### src/rtl/snake_mover_if.sv
// Bundle of the snake movement engine's control, status and segment read-port signals.
interface snake_mover_if #(
    parameter int unsigned XW = 3,
    parameter int unsigned YW = 3,
    parameter int unsigned LW = 6
) ();
    logic          tick;
    logic          start;
    logic          btn_up;
    logic          btn_down;
    logic          btn_left;
    logic          btn_right;
    logic          grow;
    logic [LW-1:0] rd_idx;
    logic [XW-1:0] rd_x;
    logic [YW-1:0] rd_y;
    logic          rd_valid;
    logic [XW-1:0] head_x;
    logic [YW-1:0] head_y;
    logic [LW-1:0] length;
    logic          step_done;
    logic          game_over;
    logic          tick_miss;

    modport master (
        output tick, start, btn_up, btn_down, btn_left, btn_right, grow, rd_idx,
        input  rd_x, rd_y, rd_valid, head_x, head_y, length, step_done, game_over, tick_miss
    );

    modport slave (
        input  tick, start, btn_up, btn_down, btn_left, btn_right, grow, rd_idx,
        output rd_x, rd_y, rd_valid, head_x, head_y, length, step_done, game_over, tick_miss
    );
endinterface

### src/rtl/snake_mover.sv
// Snake movement engine: circular body buffer, tick-driven step with serial self-collision scan.
// Define SNAKE_WRAP_EN to wrap at grid edges instead of ending the game.
module snake_mover #(
    parameter int unsigned GRID_W   = 8,
    parameter int unsigned GRID_H   = 8,
    parameter int unsigned XW       = 3,
    parameter int unsigned YW       = 3,
    parameter int unsigned MAX_LEN  = 32,
    parameter int unsigned LW       = 6,
    parameter int unsigned INIT_LEN = 3
) (
    input logic          clk,
    input logic          rst_n,
    snake_mover_if.slave bus
);
    localparam int unsigned PW = $clog2(MAX_LEN);

`ifdef SNAKE_WRAP_EN
    localparam bit WRAP = 1'b1;
`else
    localparam bit WRAP = 1'b0;
`endif

    localparam logic [2:0] S_IDLE   = 3'd0;
    localparam logic [2:0] S_INIT   = 3'd1;
    localparam logic [2:0] S_RUN    = 3'd2;
    localparam logic [2:0] S_STEP   = 3'd3;
    localparam logic [2:0] S_CHECK  = 3'd4;
    localparam logic [2:0] S_COMMIT = 3'd5;
    localparam logic [2:0] S_OVER   = 3'd6;

    localparam logic [1:0] DIR_UP    = 2'd0;
    localparam logic [1:0] DIR_RIGHT = 2'd1;
    localparam logic [1:0] DIR_DOWN  = 2'd2;
    localparam logic [1:0] DIR_LEFT  = 2'd3;

    logic [2:0]    state_q, state_d;
    logic [1:0]    dir_q, next_dir_q;
    logic [PW-1:0] head_ptr_q;
    logic [LW-1:0] len_q, n_q, k_q;
    logic [XW-1:0] head_x_q, cand_x_q, step_x;
    logic [YW-1:0] head_y_q, cand_y_q, step_y;
    logic          grow_pend_q, step_done_q, tick_miss_q;
    logic          off_grid, req_vld, accept, hit, busy;
    logic [1:0]    req_dir;
    logic [PW-1:0] chk_addr, rd_addr;

    logic [XW-1:0] buf_x [MAX_LEN];
    logic [YW-1:0] buf_y [MAX_LEN];

    always_comb begin
        req_vld = 1'b1;
        req_dir = DIR_RIGHT;
        if (bus.btn_up)         req_dir = DIR_UP;
        else if (bus.btn_down)  req_dir = DIR_DOWN;
        else if (bus.btn_left)  req_dir = DIR_LEFT;
        else if (bus.btn_right) req_dir = DIR_RIGHT;
        else                    req_vld = 1'b0;
    end

    // Opposite directions differ only in bit 1.
    assign accept = req_vld && (req_dir != (dir_q ^ 2'd2));

    always_comb begin
        step_x   = head_x_q;
        step_y   = head_y_q;
        off_grid = 1'b0;
        unique case (next_dir_q)
            DIR_UP: begin
                if (head_y_q == '0) begin
                    off_grid = 1'b1;
                    step_y   = YW'(GRID_H - 1);
                end else step_y = head_y_q - 1'b1;
            end
            DIR_RIGHT: begin
                if (head_x_q == XW'(GRID_W - 1)) begin
                    off_grid = 1'b1;
                    step_x   = '0;
                end else step_x = head_x_q + 1'b1;
            end
            DIR_DOWN: begin
                if (head_y_q == YW'(GRID_H - 1)) begin
                    off_grid = 1'b1;
                    step_y   = '0;
                end else step_y = head_y_q + 1'b1;
            end
            DIR_LEFT: begin
                if (head_x_q == '0) begin
                    off_grid = 1'b1;
                    step_x   = XW'(GRID_W - 1);
                end else step_x = head_x_q - 1'b1;
            end
        endcase
    end

    assign chk_addr = head_ptr_q - PW'(k_q);
    assign hit      = (buf_x[chk_addr] == cand_x_q) && (buf_y[chk_addr] == cand_y_q);
    assign busy     = (state_q == S_STEP) || (state_q == S_CHECK) || (state_q == S_COMMIT);

    always_comb begin
        state_d = state_q;
        case (state_q)
            S_IDLE:   if (bus.start) state_d = S_INIT;
            S_INIT:   state_d = S_RUN;
            S_RUN:    if (bus.tick) state_d = S_STEP;
            S_STEP:   state_d = (off_grid && !WRAP) ? S_OVER : S_CHECK;
            S_CHECK: begin
                if (hit)                       state_d = S_OVER;
                else if (k_q == n_q - 1'b1)    state_d = S_COMMIT;
            end
            S_COMMIT: state_d = S_RUN;
            S_OVER:   if (bus.start) state_d = S_INIT;
            default:  state_d = S_IDLE;
        endcase
    end

    always_ff @(posedge clk or negedge rst_n) begin
        if (!rst_n) begin
            state_q     <= S_IDLE;
            dir_q       <= DIR_RIGHT;
            next_dir_q  <= DIR_RIGHT;
            head_ptr_q  <= '0;
            len_q       <= '0;
            n_q         <= '0;
            k_q         <= '0;
            head_x_q    <= '0;
            head_y_q    <= '0;
            cand_x_q    <= '0;
            cand_y_q    <= '0;
            grow_pend_q <= 1'b0;
            step_done_q <= 1'b0;
            tick_miss_q <= 1'b0;
        end else begin
            state_q     <= state_d;
            step_done_q <= 1'b0;
            tick_miss_q <= bus.tick && busy;
            if (accept) next_dir_q <= req_dir;
            if (bus.grow && (busy || state_q == S_RUN)) grow_pend_q <= 1'b1;
            case (state_q)
                S_INIT: begin
                    len_q       <= LW'(INIT_LEN);
                    head_x_q    <= XW'(GRID_W / 2);
                    head_y_q    <= YW'(GRID_H / 2);
                    head_ptr_q  <= '0;
                    dir_q       <= DIR_RIGHT;
                    next_dir_q  <= DIR_RIGHT;
                    grow_pend_q <= 1'b0;
                end
                S_STEP: begin
                    dir_q    <= next_dir_q;
                    cand_x_q <= step_x;
                    cand_y_q <= step_y;
                    n_q      <= grow_pend_q ? len_q : len_q - 1'b1;
                    k_q      <= '0;
                end
                S_CHECK: k_q <= k_q + 1'b1;
                S_COMMIT: begin
                    head_ptr_q  <= head_ptr_q + 1'b1;
                    head_x_q    <= cand_x_q;
                    head_y_q    <= cand_y_q;
                    if (grow_pend_q && (len_q < LW'(MAX_LEN))) len_q <= len_q + 1'b1;
                    grow_pend_q <= bus.grow;
                    step_done_q <= 1'b1;
                end
                default: ;
            endcase
        end
    end

    // Body storage needs no reset; length alone defines which entries are live.
    always_ff @(posedge clk) begin
        if (state_q == S_INIT) begin
            for (int i = 0; i < INIT_LEN; i++) begin
                buf_x[PW'(MAX_LEN - i)] <= XW'(GRID_W / 2 - i);
                buf_y[PW'(MAX_LEN - i)] <= YW'(GRID_H / 2);
            end
        end else if (state_q == S_COMMIT) begin
            buf_x[head_ptr_q + 1'b1] <= cand_x_q;
            buf_y[head_ptr_q + 1'b1] <= cand_y_q;
        end
    end

    assign rd_addr       = head_ptr_q - PW'(bus.rd_idx);
    assign bus.rd_valid  = bus.rd_idx < len_q;
    assign bus.rd_x      = bus.rd_valid ? buf_x[rd_addr] : '0;
    assign bus.rd_y      = bus.rd_valid ? buf_y[rd_addr] : '0;
    assign bus.head_x    = head_x_q;
    assign bus.head_y    = head_y_q;
    assign bus.length    = len_q;
    assign bus.step_done = step_done_q;
    assign bus.game_over = (state_q == S_OVER);
    assign bus.tick_miss = tick_miss_q;
endmodule

### src/flat_wrapper.sv
// flat-port wrapper written by rule: the top's interface ports become plain ports
module snake_mover_flat 
#(
    parameter int unsigned GRID_W   = 8,
    parameter int unsigned GRID_H   = 8,
    parameter int unsigned XW       = 3,
    parameter int unsigned YW       = 3,
    parameter int unsigned MAX_LEN  = 32,
    parameter int unsigned LW       = 6,
    parameter int unsigned INIT_LEN = 3
)
  (clk, rst_n, bus_tick, bus_start, bus_btn_up, bus_btn_down, bus_btn_left, bus_btn_right, bus_grow, bus_rd_idx, bus_rd_x, bus_rd_y, bus_rd_valid, bus_head_x, bus_head_y, bus_length, bus_step_done, bus_game_over, bus_tick_miss);
  snake_mover_if #(.XW(XW), .YW(YW), .LW(LW)) bus_i ();
  input logic clk;
  input logic rst_n;
  input wire logic [$bits(bus_i.tick)-1:0] bus_tick;
  input wire logic [$bits(bus_i.start)-1:0] bus_start;
  input wire logic [$bits(bus_i.btn_up)-1:0] bus_btn_up;
  input wire logic [$bits(bus_i.btn_down)-1:0] bus_btn_down;
  input wire logic [$bits(bus_i.btn_left)-1:0] bus_btn_left;
  input wire logic [$bits(bus_i.btn_right)-1:0] bus_btn_right;
  input wire logic [$bits(bus_i.grow)-1:0] bus_grow;
  input wire logic [$bits(bus_i.rd_idx)-1:0] bus_rd_idx;
  output wire logic [$bits(bus_i.rd_x)-1:0] bus_rd_x;
  output wire logic [$bits(bus_i.rd_y)-1:0] bus_rd_y;
  output wire logic [$bits(bus_i.rd_valid)-1:0] bus_rd_valid;
  output wire logic [$bits(bus_i.head_x)-1:0] bus_head_x;
  output wire logic [$bits(bus_i.head_y)-1:0] bus_head_y;
  output wire logic [$bits(bus_i.length)-1:0] bus_length;
  output wire logic [$bits(bus_i.step_done)-1:0] bus_step_done;
  output wire logic [$bits(bus_i.game_over)-1:0] bus_game_over;
  output wire logic [$bits(bus_i.tick_miss)-1:0] bus_tick_miss;
  assign bus_i.tick = bus_tick;
  assign bus_i.start = bus_start;
  assign bus_i.btn_up = bus_btn_up;
  assign bus_i.btn_down = bus_btn_down;
  assign bus_i.btn_left = bus_btn_left;
  assign bus_i.btn_right = bus_btn_right;
  assign bus_i.grow = bus_grow;
  assign bus_i.rd_idx = bus_rd_idx;
  assign bus_rd_x = bus_i.rd_x;
  assign bus_rd_y = bus_i.rd_y;
  assign bus_rd_valid = bus_i.rd_valid;
  assign bus_head_x = bus_i.head_x;
  assign bus_head_y = bus_i.head_y;
  assign bus_length = bus_i.length;
  assign bus_step_done = bus_i.step_done;
  assign bus_game_over = bus_i.game_over;
  assign bus_tick_miss = bus_i.tick_miss;
  snake_mover #(.GRID_W(GRID_W), .GRID_H(GRID_H), .XW(XW), .YW(YW), .MAX_LEN(MAX_LEN), .LW(LW), .INIT_LEN(INIT_LEN)) u_core (.clk(clk), .rst_n(rst_n), .bus(bus_i));
endmodule
### config.mk
export PLATFORM = sky130hd
export DESIGN_NAME = snake_mover_flat
export DESIGN_NICKNAME = d
export VERILOG_FILES = /design/src/rtl/snake_mover_if.sv /design/src/rtl/snake_mover.sv /design/src/flat_wrapper.sv
export SDC_FILE = /design/constraint.sdc
export NUM_CORES = 1
export LEC_CHECK = 0
export CAP_MARGIN = 20
export CORE_UTILIZATION = 35
export CTS_CLUSTER_DIAMETER = 50
export DETAILED_ROUTE_END_ITERATION = 16
export SETUP_SLACK_MARGIN = 0.05
export SYNTH_ARGS = -nofsm -noshare
export SYNTH_HDL_FRONTEND = slang
export SYNTH_SLANG_ARGS = --single-unit
### constraint.sdc
create_clock -name clk -period 3.6 [get_ports clk]
set_input_delay 0.36 -clock clk [delete_from_list [all_inputs] [get_ports clk]]
set_output_delay 0.36 -clock clk [all_outputs]
set_load 0.02 [all_outputs]
==> metrics.yaml, run 1 <==
status: "finished with violations"
violations: "setup timing"
cts_tree: "built"
antenna_left: 0
ys_async_sr_fraction: 0.190
synth_warnings: 0
synth_fp_nets: 862
dr.first_iter.drc_count: 647
maxCapViolations: 0
syn_avg_cell_area_sq_um: 14.8
synthTopCellsByArea: "edfxtp_1, mux4_2, dfrtp_1, mux2i_1, ha_1"
netlist_area_sq_um: 12200
fin_crit_ps: 3800
start_util: 0.359
clock-sinks: 237
drive_gt1_frac: 0.288
area_growth_pct: 23.0
drt_wl_total_um: 32900
clk_latency_ps: 570
synth_ff_type: "edfxtp_1"
cpPeakStageDelay_ps: 650
pwr_density_cell_nw_per_um2: 987
dr.pass1.iters: 5
drc: 0
ios: 37
dp.cells: 1323
grt_start_max_net_pins: 46
setup_viol: 6
dieHeight_um: 188
dieArea_sq_um: 35500
worst_slew_pin_slew_ps: 1000
vias_per_cell: 5.63
cp_cell_sequence: "inv_2 > ha_4 > inv_2 > fa_2 > buf_6 > clkbuf_16 > mux4_2 > mux4_2 > mux2i_2 > nor2_1 > buf_4"
finalClockSkew_ps: 32.9
arrival_ps: 3440
endpoint_kind: "output pin"
place_congestion: 0.833
hold_path.class: "in2async"
timing.hold.ws_ps: 208
clkTransAtPathRegs_ps: 60
slew_viol_final: 0
synth_edf_count: 180
crit_type: "reg2out"
cts_buffer_depth: 3
final_hold_viol_count: 0
ir_worst_vdd_mv: 0.658
fin_cells: 1399
rows: 67
coreArea_sq_um: 33900
ys_ff_latch: 237
leakagePower_nw: 5.53
antenna_found_initial: 0
synth_top_area_share: 0.445
crit_required_ps: 3240
grt-ovfl-total: 0
die_w_um: 188
cp_max_fo: 4
grt_pass1_vias: 7705
cpMaxStageDelayCell: "fa_2"
cp-start-kind: "flop"
numCtsBuffers: 29
fin_crit_sh: 1.06
synth_cells: 819
dp_hpwl_um: 22000
grt.total_usage: 0.185
yosysTopAreaCell: "edfxtp_1"
rsz0062_at_grt: "yes"
vias: 7881
nets: 971
grt_pass1_wl_um: 49800
drt-wirelength-per-cell_um: 23.5
relSlewSlack: 0.331
fin_ws_ps: -199
root_buffer: "clkbuf_16"
antennaDiodeCount: 0
fmaxAchievable_mhz: 263
ys_seq_area_frac: 0.557
portBuffers: 36
htree_levels: 1
yosysUniqueCellTypes: 53
==> cell usage after synthesis, types with 2 or more instances <==
cell       count
edfxtp_1     180
mux4_2       108
nor2_1        72
mux2i_1       55
nand2_1       55
dfrtp_1       43
o21ai_0       40
inv_1         34
clkbuf_1      27
ha_1          26
a21oi_1       19
xnor2_1       17
nand2b_1      13
dfxtp_1       12
nor3_1        12
nand3_1       11
buf_2          8
xor2_1         8
a21o_1         7
nor2b_1        7
a31oi_1        6
nand4_1        5
and3_1         4
buf_1          4
o211ai_1       4
a211oi_1       3
o22ai_1        3
a2111oi_0      2
a22o_1         2
a311oi_1       2
dfstp_2        2
fa_1           2
mux2_2         2
nand3b_1       2
o31a_1         2
or3_1          2
xor2_2         2
==> layer usage <==
| layer | vias to the layer above | share of wire | GRT usage |
|---|---|---|---|
| met5 | - | 0 | 0 |
| met4 | 0 | 0.025 | 0.0509 |
| met3 | 53 | 0.086 | 0.0367 |
| met2 | 393 | 0.45 | 0.278 |
| met1 | 4023 | 0.44 | 0.274 |
| li1 | 3412 | - | - |
==> cells in the final DEF (no fill, tap or decap), types with 5 or more instances in the layout <==
cell             count
a21o_1               6
a21oi_1             19
a31oi_1              6
buf_12              14
buf_4               60
buf_6                6
clkbuf_16           32
clkdlybuf4s50_1     29
clkinv_1             5
dfrtp_1             42
dfxtp_1             12
edfxtp_1           180
ha_1                24
inv_1               32
mux2i_1             44
mux2i_2              6
mux2i_4              5
mux4_2             108
nand2_1             55
nand2b_1            13
nand3_1             11
nand4_1              5
nor2_1              72
nor2b_1              7
nor3_1              12
o21ai_0             40
xnor2_1             15
xor2_1               8
==> layout make-up <==
class | instances | area, sq um
Clock buffer | 32 | 758
Clock inverter | 22 | 256
Fill cell | 3011 | 18900
Inverter | 35 | 131
Multi-Input combinational cell | 506 | 5220
Sequential cell | 237 | 6780
Tap cell | 448 | 561
Timing Repair Buffer | 119 | 1250
==> cell families after synthesis <==
group | Yosys count | share of synthesized area
AO/OA/AOI/OAI | 96 | 0.0475
buffers and inverters | 76 | 0.0252
multiplexers | 166 | 0.249
AND/OR/NAND/NOR | 188 | 0.0686
flip-flops | 237 | 0.557
adder cells (fa/ha/maj) | 28 | 0.0301
XOR/XNOR | 28 | 0.0220
==> where the power goes <==
part	switching, W	total, W	internal [W]
combinational	0.00395	0.00824	0.00428
sequential	0.000283	0.00346	0.00317
clock	0.00123	0.00306	0.00183
==> metrics by stage <==
step / power, W / setup slack, ps / util / setup TNS (ps) / cell area (sq um)
after CTS: 0.0145 / -255 / 0.437 / -1330 / 14800
after floorplan: 0.00819 / 299 / - / 0 / 12200
final: 0.0148 / -199 / 0.442 / -895 / 15000
after global placement: 0.0106 / -522 / 0.400 / -2900 / 13500
after global routing: 0.0154 / -256 / 0.442 / -1360 / 15000
after detailed placement: 0.0107 / -534 / 0.400 / -2930 / 13500
==> registers in the layout, indices dropped and copies added, names as in the netlist <==
register,count
u_core.state_q,3
u_core.k_q,6
u_core.bus.length,6
u_core.dir_q,2
u_core.buf_x,96
u_core.bus.tick_miss,1
u_core.bus.head_y,3
u_core.cand_y_q,3
u_core.buf_y,96
u_core.bus.head_x,3
u_core.next_dir_q,2
u_core.cand_x_q,3
u_core.n_q,6
u_core.grow_pend_q,1
u_core.bus.step_done,1
u_core.head_ptr_q,5
==> what timing repair did <==
item,4_1_cts,5_1_grt
cloned,3,2
hold buffers,0,1
gates resized for setup,51,10
hold endpoints to repair,0,17
setup buffers,11,8
pin swaps,7,7
setup endpoints to repair,7,9
==> worst paths after layout <==
| check | start | endpoint | slack [ps] | cells past startpoint |
|---|---|---|---|---|
| setup / recovery | u_core.head_ptr_q[0]$_DFFE_PN0P_ | bus_rd_y[2] | -200 | 11 |
| hold / removal | rst_n | u_core.dir_q[1]$_DFFE_PN0P_ | 210 | 2 |
| setup reg to reg | u_core.head_ptr_q[0]$_DFFE_PN0P_ | u_core.state_q[0]$_DFFE_PN0P_ | 120 | 14 |
| hold reg to reg | u_core.buf_x[31][2]$_SDFFE_PP0P_ | u_core.buf_x[31][2]$_SDFFE_PP0P_ | 530 | 2 |
| max in group asynchronous | rst_n | u_core.bus.length[1]$_DFFE_PN0P_ | 2910 | 3 |
| min in group clk | bus_tick | u_core.bus.tick_miss$_DFF_PN0_ | 440 | 2 |
==> worst max-delay path: cells and delay by family (launching register included) <==
kind / cells / cell delay [ps]
simple gates: 1 / 70
flops: 1 / 400
fa+ha+maj: 2 / 770
mux: 3 / 1030
buf+inv: 5 / 620
(Power assumes the default switching activity.)
==> inputs of run 2 (changes only) <==
- GPL_ROUTABILITY_DRIVEN: default -> 0
==> results of run 2 <==
No change in the layout: final DEF, timing and power equal those of run 1.
==> inputs of run 3 (changes only) <==
- CTS_CLUSTER_SIZE: default -> 14
==> run 3 against run 2 <==
Compared with the run above: the run still ends with setup timing left; first-iteration DRC count is 19% higher; wire length is 0.97% lower; design area is 0.41% lower; largest cell class unchanged; critical path type unchanged.
==> metrics.yaml, run 3 (synthesized netlist as in run 1, its figures left out) <==
path_depth: 12
mostFrequentLayoutCells: "edfxtp_1, mux4_2, nor2_1"
status: "finished with violations"
arrival_ps: 3420
critPathLaunch: "u_core.head_ptr_q[0]$_DFFE_PN0P_"
maxCapViolations: 0
violations: "setup timing"
cts_buffer_depth: 3
hold_path.class: "in2async"
finalClockSkew_ps: 41.8
antenna_left: 0
rows: 67
dieArea_sq_um: 35500
drc: 0
numCtsBuffers: 28
root_buffer: "clkbuf_16"
r2r-end: "u_core.state_q[0]$_DFFE_PN0P_"
clk_latency_ps: 580
cp_max_fo: 8
post-route-util: 0.440
cp_top_family: "multiplexers"
cts_tree: "built"
fmaxAchievable_mhz: 264
relSlewSlack: 0.333
grt_pass1_wl_um: 49800
dr.pass1.iters: 5
portBuffers: 36
leakagePower_nw: 5.49
dieHeight_um: 188
setup_tns_ps: -794
nets: 970
clock-sinks: 237
coreArea_sq_um: 33900
crit_required_ps: 3240
fin_ws_ps: -183
fin_crit_sh: 1.05
design_area_sq_um: 14900
endpoint_kind: "output pin"
drive_gt1_frac: 0.288
ios: 37
r2r_slack_ps: 130
antennaDiodeCount: 0
worstRegToRegCells: 14
pre_cts_ws_ps: -534
grt_pass1_vias: 7672
antenna_found_initial: 0
crit_end: "bus_rd_y[2]"
r2r-start: "u_core.head_ptr_q[0]$_DFFE_PN0P_"
path_buf_inv: 6
vias: 7845
die_w_um: 188
dr.first_iter.drc_count: 772
drt-wirelength-per-cell_um: 23.3
rsz0062_at_grt: "yes"
crit_type: "reg2out"
area_growth_pct: 22.5
pwr_density_cell_nw_per_um2: 979
grt_start_max_net_pins: 46
worst_slew_pin_slew_ps: 1000
dp_hpwl_um: 22000
final_common_cell: "edfxtp_1"
vias_per_cell: 5.62
cp-start-kind: "flop"
cpPeakStageDelay_ps: 540
slew_viol_final: 0
htree_levels: 1
dp.cells: 1323
ir_worst_vdd_mv: 0.644
final_hold_viol_count: 0
cp_cell_sequence: "inv_2 > ha_4 > inv_2 > fa_2 > buf_12 > buf_12 > buf_12 > mux4_2 > mux4_2 > mux2i_2 > nor2_1 > buf_2"
fin_cells: 1395
fill_cells: 3025
grt.total_usage: 0.186
setup_viol: 6
clkTransAtPathRegs_ps: 60
cpMostUsedCell: "buf_12"
drt_wl_total_um: 32600
fin_crit_ps: 3780
place_area_sq_um: 13500
reg_top3: "u_core.buf_x x96, u_core.buf_y x96"
grt-ovfl-total: 0
start_util: 0.359
cpMaxStageDelayCell: "fa_2"
==> run 3: cell types whose count changed in the layout (fill, tap and decap cells not counted), moves of 2 or more <==
cell / delta
inv_8: +2
clkinv_1: -3
buf_12: +4
clkbuf_1: +2
clkbuf_16: -3
bufinv_16: -2
==> run 3: per-stage QoR <==
stage	total power (W)	hold slack [ps]
finish	0.0146	215
global route	0.0153	229
CTS	0.0144	33.2
detailed placement	0.0107	512
global placement	0.0106	515
floorplan	0.00819	64.4
==> run 3: worst min-delay path by stage <==
stage	end	slack, ps	depth (start not counted)
after floorplan	u_core.bus.head_x[0]$_DFFE_PN0P_	60	0
after global placement	u_core.n_q[5]$_DFFE_PN0P_	510	2
after detailed placement	u_core.buf_x[31][2]$_SDFFE_PP0P_	510	2
after CTS	u_core.bus.head_y[2]$_DFFE_PN0P_	30	1
final	u_core.next_dir_q[1]$_DFFE_PN0P_	210	2
after global routing	u_core.next_dir_q[1]$_DFFE_PN0P_	230	2
==> run 3: cell type report <==
type | count | area [sq um] | area share
clock buffers | 34 | 754 | 0.0507
clock inverters | 16 | 196 | 0.0132
inverters | 35 | 131 | 0.00882
multi-input cells | 506 | 5230 | 0.351
flip-flops and latches | 237 | 6780 | 0.455
well taps | 448 | 561 | 0.0376
repair buffers | 119 | 1250 | 0.0837
==> run 3: timing repair <==
| item | 4_1_cts | 5_1_grt |
|---|---|---|
| setup buffers | 12 | 9 |
| pin swaps | 7 | 7 |
| endpoints found under the hold margin | 0 | 8 |
| resized for setup | 51 | 15 |
| setup endpoints to repair | 7 | 9 |
| hold buffers | 0 | 1 |
| cloned | 4 | 0 |
==> run 3: report_power, final <==
group	switching [W]	internal [W]	leakage (nW)
logic	0.00394	0.00430	2.63
registers	0.000280	0.00317	2.40
clock network	0.00122	0.00167	0.461
total	0.00544	0.00914	5.49
==> run 3: layer usage <==
metal / GRT usage / up-vias / part of all wire
met3: 0.0367 / 65 / 0.087
met2: 0.278 / 376 / 0.44
met4: 0.0496 / 0 / 0.029
li1: - / 3409 / -
met5: 0 / - / 0
met1: 0.276 / 3995 / 0.44
